<file path="config.mk">
export PLATFORM = sky130hd
export DESIGN_NAME = bus_initiator
export DESIGN_NICKNAME = d
export VERILOG_FILES = /design/src/rtl/bus_initiator.sv
export SDC_FILE = /design/constraint.sdc
export NUM_CORES = 1
export LEC_CHECK = 0
export ABC_AREA = 1
export CAP_MARGIN = 5
export CELL_PAD_IN_SITES_DETAIL_PLACEMENT = 1
export CELL_PAD_IN_SITES_GLOBAL_PLACEMENT = 1
export CORE_ASPECT_RATIO = 0.9
export CORE_UTILIZATION = 29
export CTS_CLUSTER_SIZE = 40
export DETAILED_ROUTE_END_ITERATION = 10
export GPL_TIMING_DRIVEN = 0
export PLACE_DENSITY = 0.9
export SETUP_SLACK_MARGIN = 0.15
export SLEW_MARGIN = 25
export SYNTH_ARGS = -nofsm -noshare
export SYNTH_HDL_FRONTEND = slang
export SYNTH_SLANG_ARGS = --single-unit
</file>
<file path="constraint.sdc">
create_clock -name clk -period 1.9 [get_ports clk]
set_input_delay 0.57 -clock clk [delete_from_list [all_inputs] [get_ports clk]]
set_output_delay 0.57 -clock clk [all_outputs]
set_load 0.02 [all_outputs]
</file>
<file path="src/rtl/bus_initiator.sv">
// bus_initiator: single-outstanding master for the peripheral bus.
// Takes one read/write command on a valid/ready port, runs the two-phase
// address/data handshake with the slave, and returns read data or a
// timeout error on a valid/ready response port. A 16-bit watchdog keeps a
// dead slave from hanging the requester.
module bus_initiator #(
  parameter int ADDR_W  = 32,
  parameter int DATA_W  = 32,
  parameter int MASK_W  = 4,
  parameter int TIMEOUT = 255
) (
  input  logic              clk,
  input  logic              rst,
  // command port
  input  logic              cmd_valid,
  output logic              cmd_ready,
  input  logic              cmd_we,
  input  logic [ADDR_W-1:0] cmd_addr,
  input  logic [DATA_W-1:0] cmd_wdata,
  input  logic [MASK_W-1:0] cmd_wem,
  // response port
  output logic              rsp_valid,
  input  logic              rsp_ready,
  output logic [DATA_W-1:0] rsp_rdata,
  output logic              rsp_err,
  // peripheral bus
  output logic              req_o,
  output logic              we_o,
  output logic [ADDR_W-1:0] addr_o,
  output logic [DATA_W-1:0] data_o,
  output logic [MASK_W-1:0] wem_o,
  input  logic              addr_ok,
  input  logic              data_ok,
  input  logic [DATA_W-1:0] data_i
);

  typedef enum logic [1:0] {
    ST_IDLE = 2'd0,
    ST_ADDR = 2'd1,
    ST_DATA = 2'd2,
    ST_RESP = 2'd3
  } state_t;

  localparam logic [15:0] TIMEOUT_C = 16'(TIMEOUT);

  state_t              state_r,     state_nxt_s;
  logic [15:0]         wdog_r,      wdog_nxt_s;
  logic                is_write_r,  is_write_nxt_s;  // we_o is dropped after the address phase
  logic                req_nxt_s;
  logic                we_nxt_s;
  logic [ADDR_W-1:0]   addr_nxt_s;
  logic [DATA_W-1:0]   data_nxt_s;
  logic [MASK_W-1:0]   wem_nxt_s;
  logic                rsp_valid_nxt_s;
  logic [DATA_W-1:0]   rsp_rdata_nxt_s;
  logic                rsp_err_nxt_s;
  logic                wdog_expired_s;

  // A new command can only be taken while nothing is in flight.
  assign cmd_ready = (state_r == ST_IDLE);

  assign wdog_expired_s = (wdog_r == TIMEOUT_C);

  // Next-state and next-output decode; every register holds unless its state moves it.
  always_comb begin
    state_nxt_s     = state_r;
    wdog_nxt_s      = wdog_r;
    is_write_nxt_s  = is_write_r;
    req_nxt_s       = req_o;
    we_nxt_s        = we_o;
    addr_nxt_s      = addr_o;
    data_nxt_s      = data_o;
    wem_nxt_s       = wem_o;
    rsp_valid_nxt_s = rsp_valid;
    rsp_rdata_nxt_s = rsp_rdata;
    rsp_err_nxt_s   = rsp_err;

    case (state_r)
      ST_IDLE: begin
        if (cmd_valid) begin
          is_write_nxt_s = cmd_we;
          req_nxt_s      = 1'b1;
          we_nxt_s       = cmd_we;
          addr_nxt_s     = cmd_addr;
          data_nxt_s     = cmd_wdata;
          wem_nxt_s      = cmd_wem;
          wdog_nxt_s     = 16'd0;
          state_nxt_s    = ST_ADDR;
        end else begin
          state_nxt_s    = ST_IDLE;
        end
      end

      ST_ADDR: begin
        // A strobe coinciding with expiry wins over the timeout.
        if (addr_ok) begin
          req_nxt_s   = 1'b0;
          we_nxt_s    = 1'b0;
          wdog_nxt_s  = 16'd0;
          state_nxt_s = ST_DATA;
        end else if (wdog_expired_s) begin
          req_nxt_s       = 1'b0;
          we_nxt_s        = 1'b0;
          rsp_err_nxt_s   = 1'b1;
          rsp_rdata_nxt_s = '0;
          rsp_valid_nxt_s = 1'b1;
          state_nxt_s     = ST_RESP;
        end else begin
          wdog_nxt_s  = wdog_r + 16'd1;
        end
      end

      ST_DATA: begin
        if (data_ok) begin
          rsp_rdata_nxt_s = is_write_r ? '0 : data_i;
          rsp_err_nxt_s   = 1'b0;
          rsp_valid_nxt_s = 1'b1;
          state_nxt_s     = ST_RESP;
        end else if (wdog_expired_s) begin
          rsp_err_nxt_s   = 1'b1;
          rsp_rdata_nxt_s = '0;
          rsp_valid_nxt_s = 1'b1;
          state_nxt_s     = ST_RESP;
        end else begin
          wdog_nxt_s  = wdog_r + 16'd1;
        end
      end

      ST_RESP: begin
        // No command is accepted in the handshake cycle: IDLE is entered first.
        if (rsp_ready) begin
          rsp_valid_nxt_s = 1'b0;
          state_nxt_s     = ST_IDLE;
        end else begin
          state_nxt_s     = ST_RESP;
        end
      end

      default: begin
        req_nxt_s       = 1'b0;
        we_nxt_s        = 1'b0;
        rsp_valid_nxt_s = 1'b0;
        state_nxt_s     = ST_IDLE;
      end
    endcase
  end

  // State, watchdog and all registered outputs, with synchronous reset.
  always_ff @(posedge clk) begin
    if (rst) begin
      state_r    <= ST_IDLE;
      wdog_r     <= 16'd0;
      is_write_r <= 1'b0;
      req_o      <= 1'b0;
      we_o       <= 1'b0;
      addr_o     <= '0;
      data_o     <= '0;
      wem_o      <= '0;
      rsp_valid  <= 1'b0;
      rsp_rdata  <= '0;
      rsp_err    <= 1'b0;
    end else begin
      state_r    <= state_nxt_s;
      wdog_r     <= wdog_nxt_s;
      is_write_r <= is_write_nxt_s;
      req_o      <= req_nxt_s;
      we_o       <= we_nxt_s;
      addr_o     <= addr_nxt_s;
      data_o     <= data_nxt_s;
      wem_o      <= wem_nxt_s;
      rsp_valid  <= rsp_valid_nxt_s;
      rsp_rdata  <= rsp_rdata_nxt_s;
      rsp_err    <= rsp_err_nxt_s;
    end
  end

endmodule

</file>
==> summary.txt, run 1 <==
Outcome
  • Status: finished, violations left
  • Failing checks: DRC

Power and ir drop
  • VDD IR-drop max: around 0.60 mV
  • Sw Pwr: 0.00192 W
  • Power density cells: 959 nW/um2
  • Switch share: 25.3%
  • Logic gate share of total power: 14.8%
  • Clock share of power: between 40% and 50%
  • Lkg Pwr: 3.50 nW
  • Pint: around 0.0057 W
  • Register share of total power: 37.3%

Floorplanning
  • Initial core utilization: 29.8%
  • Die X: between 100 and 150 um
  • Chip Height: 125 um
  • Top-level I/O count: around 210
  • Rows: 44
  • Die area: 17200 um2
  • Core Region: 16200 um2

Detailed routing
  • Wire per inst: 15.8 um
  • DR iter-0 viols: 138
  • Antenna Nets Post-Route: 0
  • # DRC: 23
  • Final wirelength: around 17 mm
  • Pre-antenna DRT Iters: 7
  • Total number of vias: slightly above 5000
  • DR vias/cell: 4.70

Timing
  • Slew Limit Fails: 0
  • Post-route minimum period: approximately 1.7 ns
  • RSZ-0062 raised after global routing: yes
  • Final period utilization: between 90 and 100%
  • Setup ws final: 0.166 ns
  • Setup-failing EPs final: 0
  • Worst-margin pin slew: 0.452 ns
  • Fmax: 577 MHz
  • Final Skew: about 0.0095 ns
  • Final Hold Fails: 0
  • Hold WS: 0.455 ns
  • Final setup TNS: 0 ns
  • Slew headroom: 69.8%

Cells and area
  • Final Net Count: ~970
  • Share of layout cells above drive strength 1: 12.5%
  • Layout Cells excl Fill: 1081
  • Design area: just under 8000 um2
  • Layout area overhead: 63.6%
  • Fill count: 1937
  • Antenna diodes: 0

Critical path
  • Worst Path Required: 1.33 ns
  • Critical path capture point type: output port
  • Arr. time, crit path: 1.16 ns
  • RR Startpoint: wdog_r[1]
  • Crit Path Max Fanout: 6
  • Setup CP Type: flip-flop to output port
  • Crit. Startpoint: state_r[0]
  • Worst setup SP type: flip-flop

Synthesis
  • Top FF cell, synth: dfxtp_1
  • Synth Warn #: 0
  • #FFs+latches synth: around 120
  • Cell count after synthesis: 625
  • Synth area leader: dfxtp_1
  • Syn Std Cell Area: 4840 um2
  • Most frequent cells after synthesis: nor2_1 (163), dfxtp_1 (123), o21ai_0 (74), nand2_1 (71), a21oi_1 (43)
  • Post-synth EDFFs: 0
  • Syn avg cell area: 7.75 um2
  • Most frequent cell after synthesis: nor2_1
  • Synth unique cells: 32
  • Asr flop ratio synth: 0%
  • Dominant cells by area after synthesis: dfxtp_1 (51%), nor2_1 (13%), o21ai_0 (7.6%), nand2_1 (5.5%), a21oi_1 (4.4%)
  • Register area share after synthesis: 50.8%
  • Synth top area share: 50.8%
  • Net Count, Synth: 738

Clocking
  • Htree depth: 4
  • Bufs on Longest Clock Path: 2
  • Clock latency on the worst-skew pair: 0.41 ns
  • Clock transition at the registers of the reported paths: 0.06 ns
  • Total CTS buffers: 17
  • CTS tree: built
  • Sink Count: between 100 and 150
  • Root Buffer: clkbuf_16

Global route
  • Total gr overflow: 0
  • Vias in the first global route: 5324
  • First-pass GRT wire length: about 27 mm
  • Largest net degree at the start of global routing: 17
  • Initial antenna violation count: 0
  • Total GRT Usage: 19.8%

Run
  • Max-cap viol count: 0

Place
  • Port bufs: between 200 and 250
  • DPL Wire Length: 12.3 mm
  • Dpl ws: -0.407 ns
  • Placed cell area: roughly 7200 um2
  • Placer Congestion: 0.786
  • Placed cells: approximately 1000

Worst hold path
  • HP Start: we_o
  • Tightest Hold Check Type: flip-flop to flip-flop
-- sequential cells by signal, summed over array words and instances (netlist names), 2 cells and up --
register,flops
addr_o,32
state_r,2
data_o,32
wem_o,4
wdog_r,16
rsp_rdata,32
-- area by class of cell --
cell class | instances | area (um2) | area share (%)
Buffer | 35 | 205 | 2.59
Inverter | 30 | 120 | 1.52
Timing Repair Buffer | 217 | 2030 | 25.6
Multi-Input combinational cell | 437 | 2180 | 27.5
Clock buffer | 22 | 474 | 5.99
Sequential cell | 123 | 2470 | 31.2
Tap cell | 207 | 259 | 3.27
Clock inverter | 10 | 188 | 2.37
-- layer usage --
layer  GRT usage [%]  wire length [um]  vias up
li1                -                 -     2502
met1            20.0              6610     2403
met2            36.4              8650      163
met3            9.38              1620       13
met4            5.29               172        0
met5               0                 0        -
-- critical path: stages (launching register included) --
cell and delay (ns):
dfxtp_4 0.36, inv_4 0.07, ha_4 0.18, buf_6 0.14
-- power groups by stage --
stage	registers (W)	clock network (W)	logic, W
2_1_floorplan	0.00305	0	0.000361
3_3_place_gp	0.00288	0	0.00117
3_5_place_dp	0.00289	0	0.00120
4_1_cts	0.00283	0.00373	0.00113
5_1_grt	0.00285	0.00384	0.00123
6_report	0.00283	0.00364	0.00113
-- placed cells by master (no fill, tap or decap), types with 3 or more instances in the layout --
cell | synthesis | layout
xor2_1 | 4 | 4
clkdlybuf4s50_1 | 0 | 105
bufinv_16 | 0 | 5
inv_2 | 7 | 7
nand3_1 | 35 | 35
dlygate4sd2_1 | 0 | 97
buf_2 | 9 | 9
nor2_1 | 163 | 161
a21oi_1 | 43 | 43
o21ai_0 | 74 | 73
clkdlybuf4s15_1 | 0 | 5
clkbuf_16 | 0 | 17
nand3_2 | 8 | 7
nor2_4 | 2 | 5
inv_1 | 23 | 20
nand2_2 | 3 | 5
o21ai_1 | 2 | 3
dfxtp_1 | 123 | 120
inv_4 | 0 | 3
clkbuf_2 | 1 | 10
nand2_1 | 71 | 68
clkbuf_8 | 0 | 3
nor2_2 | 4 | 3
buf_4 | 3 | 6
buf_6 | 4 | 8
clkbuf_1 | 17 | 13
nor3_1 | 9 | 8
-- through the flow --
stage | utilization (%) | total power, W
after floorplan | - | 0.00341
after global placement | 44.4 | 0.00405
after detailed placement | 44.4 | 0.00408
after CTS | 48.1 | 0.00769
after global routing | 48.8 | 0.00792
final | 48.8 | 0.00760
-- final timing paths --
check	endpoint	slack, ns	depth (start not counted)
setup / recovery	cmd_ready	0.17	3
hold / removal	we_o	0.45	2
setup reg to reg	rsp_rdata[25]	0.23	9
hold reg to reg	we_o	0.45	2
-- repair_timing --
item                       4_1_cts  5_1_grt
hold buffers                     0        0
pin swaps                        1        6
setup buffers                    1        5
setup endpoints to repair      221       58
hold endpoints to repair         0        0
gates resized for setup        131       33
-- kinds of logic (layout without fill, tap and decap cells) --
| group | Yosys count | in the layout | synth area share, % |
|---|---|---|---|
| AO/OA/AOI/OAI | 125 | 125 | 13.5 |
| XOR/XNOR | 4 | 4 | 0.723 |
| buffers and inverters | 65 | 314 | 6.15 |
| adder cells (fa/ha/maj) | 6 | 6 | 1.55 |
| AND/OR/NAND/NOR | 302 | 302 | 27.2 |
| flip-flops | 123 | 123 | 50.8 |
No activity file was read; power rests on OpenSTA's default activity.
==> run 2, diff against run 1 <==
SETUP_SLACK_MARGIN = 0.1   (was 0.15)
==> run 2 against run 1 <==
  * The flow still finishes with violations (DRC)
  * Flip-flop and latch count is the same
  * Global-route usage shrank 0.067 points
  * Power shrank 0.30%
  * Critical path depth is the same
  * Clock skew is essentially flat
  * Wire length shrank 0.60%
  * Die area is the same
  * First-iteration DRC count grew 5.8%
  * Sequential power is essentially flat
  * Core utilization shrank 0.54 points
  * Hold slack is essentially flat
  * Largest power group unchanged
==> summary.txt, run 2 (synthesized netlist as in run 1, its figures left out) <==
Global route
  • Total gr overflow: 0 (unchanged)
  • Initial antenna violation count: 0 (unchanged)
  • First-pass GRT wire length: 26.6 mm (was 26.7 mm)
  • Vias in the first global route: 5320 (was 5324)
  • Largest net degree at the start of global routing: 17 (unchanged)
  • Total GRT Usage: 19.8% (about the same)

Critical path
  • Worst Path Required: 1.33 ns (about the same)
  • Setup CP Type: flip-flop to output port (unchanged)
  • Worst setup SP type: flip-flop (unchanged)
  • Crit Path Max Fanout: 6 (unchanged)
  • Arr. time, crit path: 1.21 ns (was 1.16 ns)
  • Critical path capture point type: output port (unchanged)

Cells and area
  • Layout Cells excl Fill: 1077 (was 1081)
  • Commonest non-fill, non-tap cells in the layout: nor2_1 (161), dfxtp_1 (121), clkdlybuf4s50_1 (106) (was nor2_1 (161), dfxtp_1 (120), clkdlybuf4s50_1 (105))
  • Fill count: 1946 (was 1937)
  • Layout area overhead: 61.8% (was 63.6%)
  • Antenna diodes: 0 (unchanged)
  • Largest regs: addr_o (32), data_o (32), rsp_rdata (32) (unchanged)
  • Most common cell after layout, fill and taps aside: nor2_1 (unchanged)
  • Final Net Count: 970 (was 974)
  • Share of layout cells above drive strength 1: 11.0% (was 12.5%)

Power and ir drop
  • Sw Pwr: 0.00191 W (was 0.00192 W)
  • Power density cells: 966 nW/um2 (was 959 nW/um2)
  • Switch share: 25.2% (was 25.3%)
  • Logic gate share of total power: 14.7% (was 14.8%)
  • Lkg Pwr: 3.46 nW (was 3.50 nW)
  • Pint: 0.00566 W (was 0.00567 W)
  • Register share of total power: 37.3% (about the same)
  • Clock share of power: 48.0% (was 47.9%)
  • VDD IR-drop max: 0.582 mV (was 0.604 mV)

Timing
  • Final Hold Fails: 0 (unchanged)
  • Post-route minimum period: 1.78 ns (was 1.73 ns)
  • Final setup TNS: 0 ns (unchanged)
  • Slew Limit Fails: 0 (unchanged)
  • Slew headroom: 69.8% (about the same)
  • Worst-margin pin slew: 0.453 ns (was 0.452 ns)
  • RSZ-0062 raised after global routing: yes (unchanged)
  • Setup-failing EPs final: 0 (unchanged)
  • Fmax: 563 MHz (was 577 MHz)
  • Final Skew: 0.00982 ns (was 0.00954 ns)
  • Final period utilization: 93.6% (was 91.3%)

Detailed routing
  • Antenna Nets Post-Route: 0 (unchanged)
  • DR iter-0 viols: 146 (was 138)
  • DR vias/cell: 4.68 (was 4.70)
  • Metal-1 WL: 6.54 mm (was 6.61 mm)
  • # DRC: 24 (was 23)
  • Pre-antenna DRT Iters: 8 (was 7)
  • Met2 wire length: 8.62 mm (was 8.65 mm)
  • Final wirelength: 16.9 mm (was 17.1 mm)
  • DR top layer: met4 (unchanged)
  • Wire per inst: 15.7 um (was 15.8 um)
  • Total number of vias: 5041 (was 5081)
  • Met3 Routed Length: 1.66 mm (was 1.62 mm)

Floorplanning
  • Top-level I/O count: 212 (unchanged)
  • Die area: 17200 um2 (unchanged)
  • Initial core utilization: 29.8% (unchanged)
  • Rows: 44 (unchanged)
  • Die X: 138 um (unchanged)
  • Chip Height: 125 um (unchanged)
  • Core Region: 16200 um2 (unchanged)

Worst hold path
  • Tightest Hold Check Type: flip-flop to flip-flop (unchanged)

Run
  • Max-cap viol count: 0 (unchanged)

Clocking
  • Root Buffer: clkbuf_16 (unchanged)
  • Clock latency on the worst-skew pair: 0.41 ns (about the same)
  • Htree depth: 4 (unchanged)
  • Bufs on Longest Clock Path: 2 (unchanged)
  • Total CTS buffers: 17 (unchanged)
  • Clock transition at the registers of the reported paths: 0.05 ns (was 0.06 ns)
  • Sink Count: 123 (unchanged)
  • CTS tree: built (unchanged)

Place
  • DPL Wire Length: 12.3 mm (unchanged)
  • Port bufs: 211 (unchanged)
  • Placer Congestion: 0.786 (unchanged)
  • Placed cells: 1043 (unchanged)

Outcome
  • Status: finished, violations left (unchanged)
  • Failing checks: DRC (unchanged)
-- run 2: changes by cell type in the layout (fill, tap and decap cells not counted), sizes merged --
cell,before,now
clkdlybuf4s15,5,0
clkdlybuf4s50,105,106
dlygate4sd2,97,104
clkinv,3,4
dlymetal6s2s,1,0
inv,30,29
buf,23,20
clkbuf,43,40
-- run 2: worst max-delay path: stages (launching register included) --
cell and delay [ns]:
dfxtp_2 0.38, inv_2 0.07, ha_4 0.19, buf_4 0.17
-- run 2: final cells by class --
| cell class | instances | area, um2 | area share (%) |
|---|---|---|---|
| sequential | 123 | 2460 | 31.5 |
| clock buffer | 22 | 474 | 6.05 |
| clock inverter | 10 | 188 | 2.40 |
| timing repair buffer | 213 | 1990 | 25.5 |
| inverter | 30 | 118 | 1.50 |
| buffer | 35 | 200 | 2.56 |
| multi-input combinational | 437 | 2140 | 27.3 |
| tap | 207 | 259 | 3.31 |
-- run 2: metal layers --
metal	vias to the layer above	GRT usage, %
li1	2493	-
met1	2373	19.9
met2	165	36.2
met3	10	9.46
met4	0	5.29
met5	-	0
-- run 2: path summary, 6_finish.rpt --
kind              startpoint             to  slack (ns)  depth (start not counted)
setup / recovery  state_r[1]      cmd_ready        0.12                          3
hold / removal          we_o           we_o        0.45                          2
setup reg to reg   wdog_r[1]  rsp_rdata[25]        0.22                          9
hold reg to reg         we_o           we_o        0.45                          2
-- run 2: power by group through the flow --
stage / registers [W] / clock network, W / logic, W
floorplan: 0.00305 / 0 / 0.000361
global placement: 0.00288 / 0 / 0.00117
detailed placement: 0.00289 / 0 / 0.00120
CTS: 0.00283 / 0.00373 / 0.00112
global route: 0.00284 / 0.00384 / 0.00122
finish: 0.00283 / 0.00363 / 0.00111
-- run 2: per-stage QoR --
step	util [%]	hold WS (ns)	power, W	setup WS (ns)	area, um2
after floorplan	-	0.449	0.00341	0.245	4840
after global placement	44.4	0.450	0.00405	-0.334	7210
after detailed placement	44.4	0.456	0.00408	-0.407	7210
after CTS	47.9	0.461	0.00768	0.103	7780
after global routing	48.2	0.487	0.00791	0.0740	7840
final	48.2	0.455	0.00757	0.122	7840
-- run 2: timing repair --
| item | 4_1_cts | 5_1_grt |
|---|---|---|
| gates resized for setup | 123 | 11 |
| pin swaps | 0 | 3 |
| cloned | 0 | 0 |
| endpoints found under the setup margin | 194 | 25 |
| hold buffers | 0 | 0 |
| buffers inserted | 0 | 2 |
==> run 3, diff against run 2 <==
CAP_MARGIN = default   (was 5)
SETUP_SLACK_MARGIN = 0.15   (was 0.1)
==> results of run 3 <==
Same layout as run 1: the final DEF is identical, and so are final timing and power.
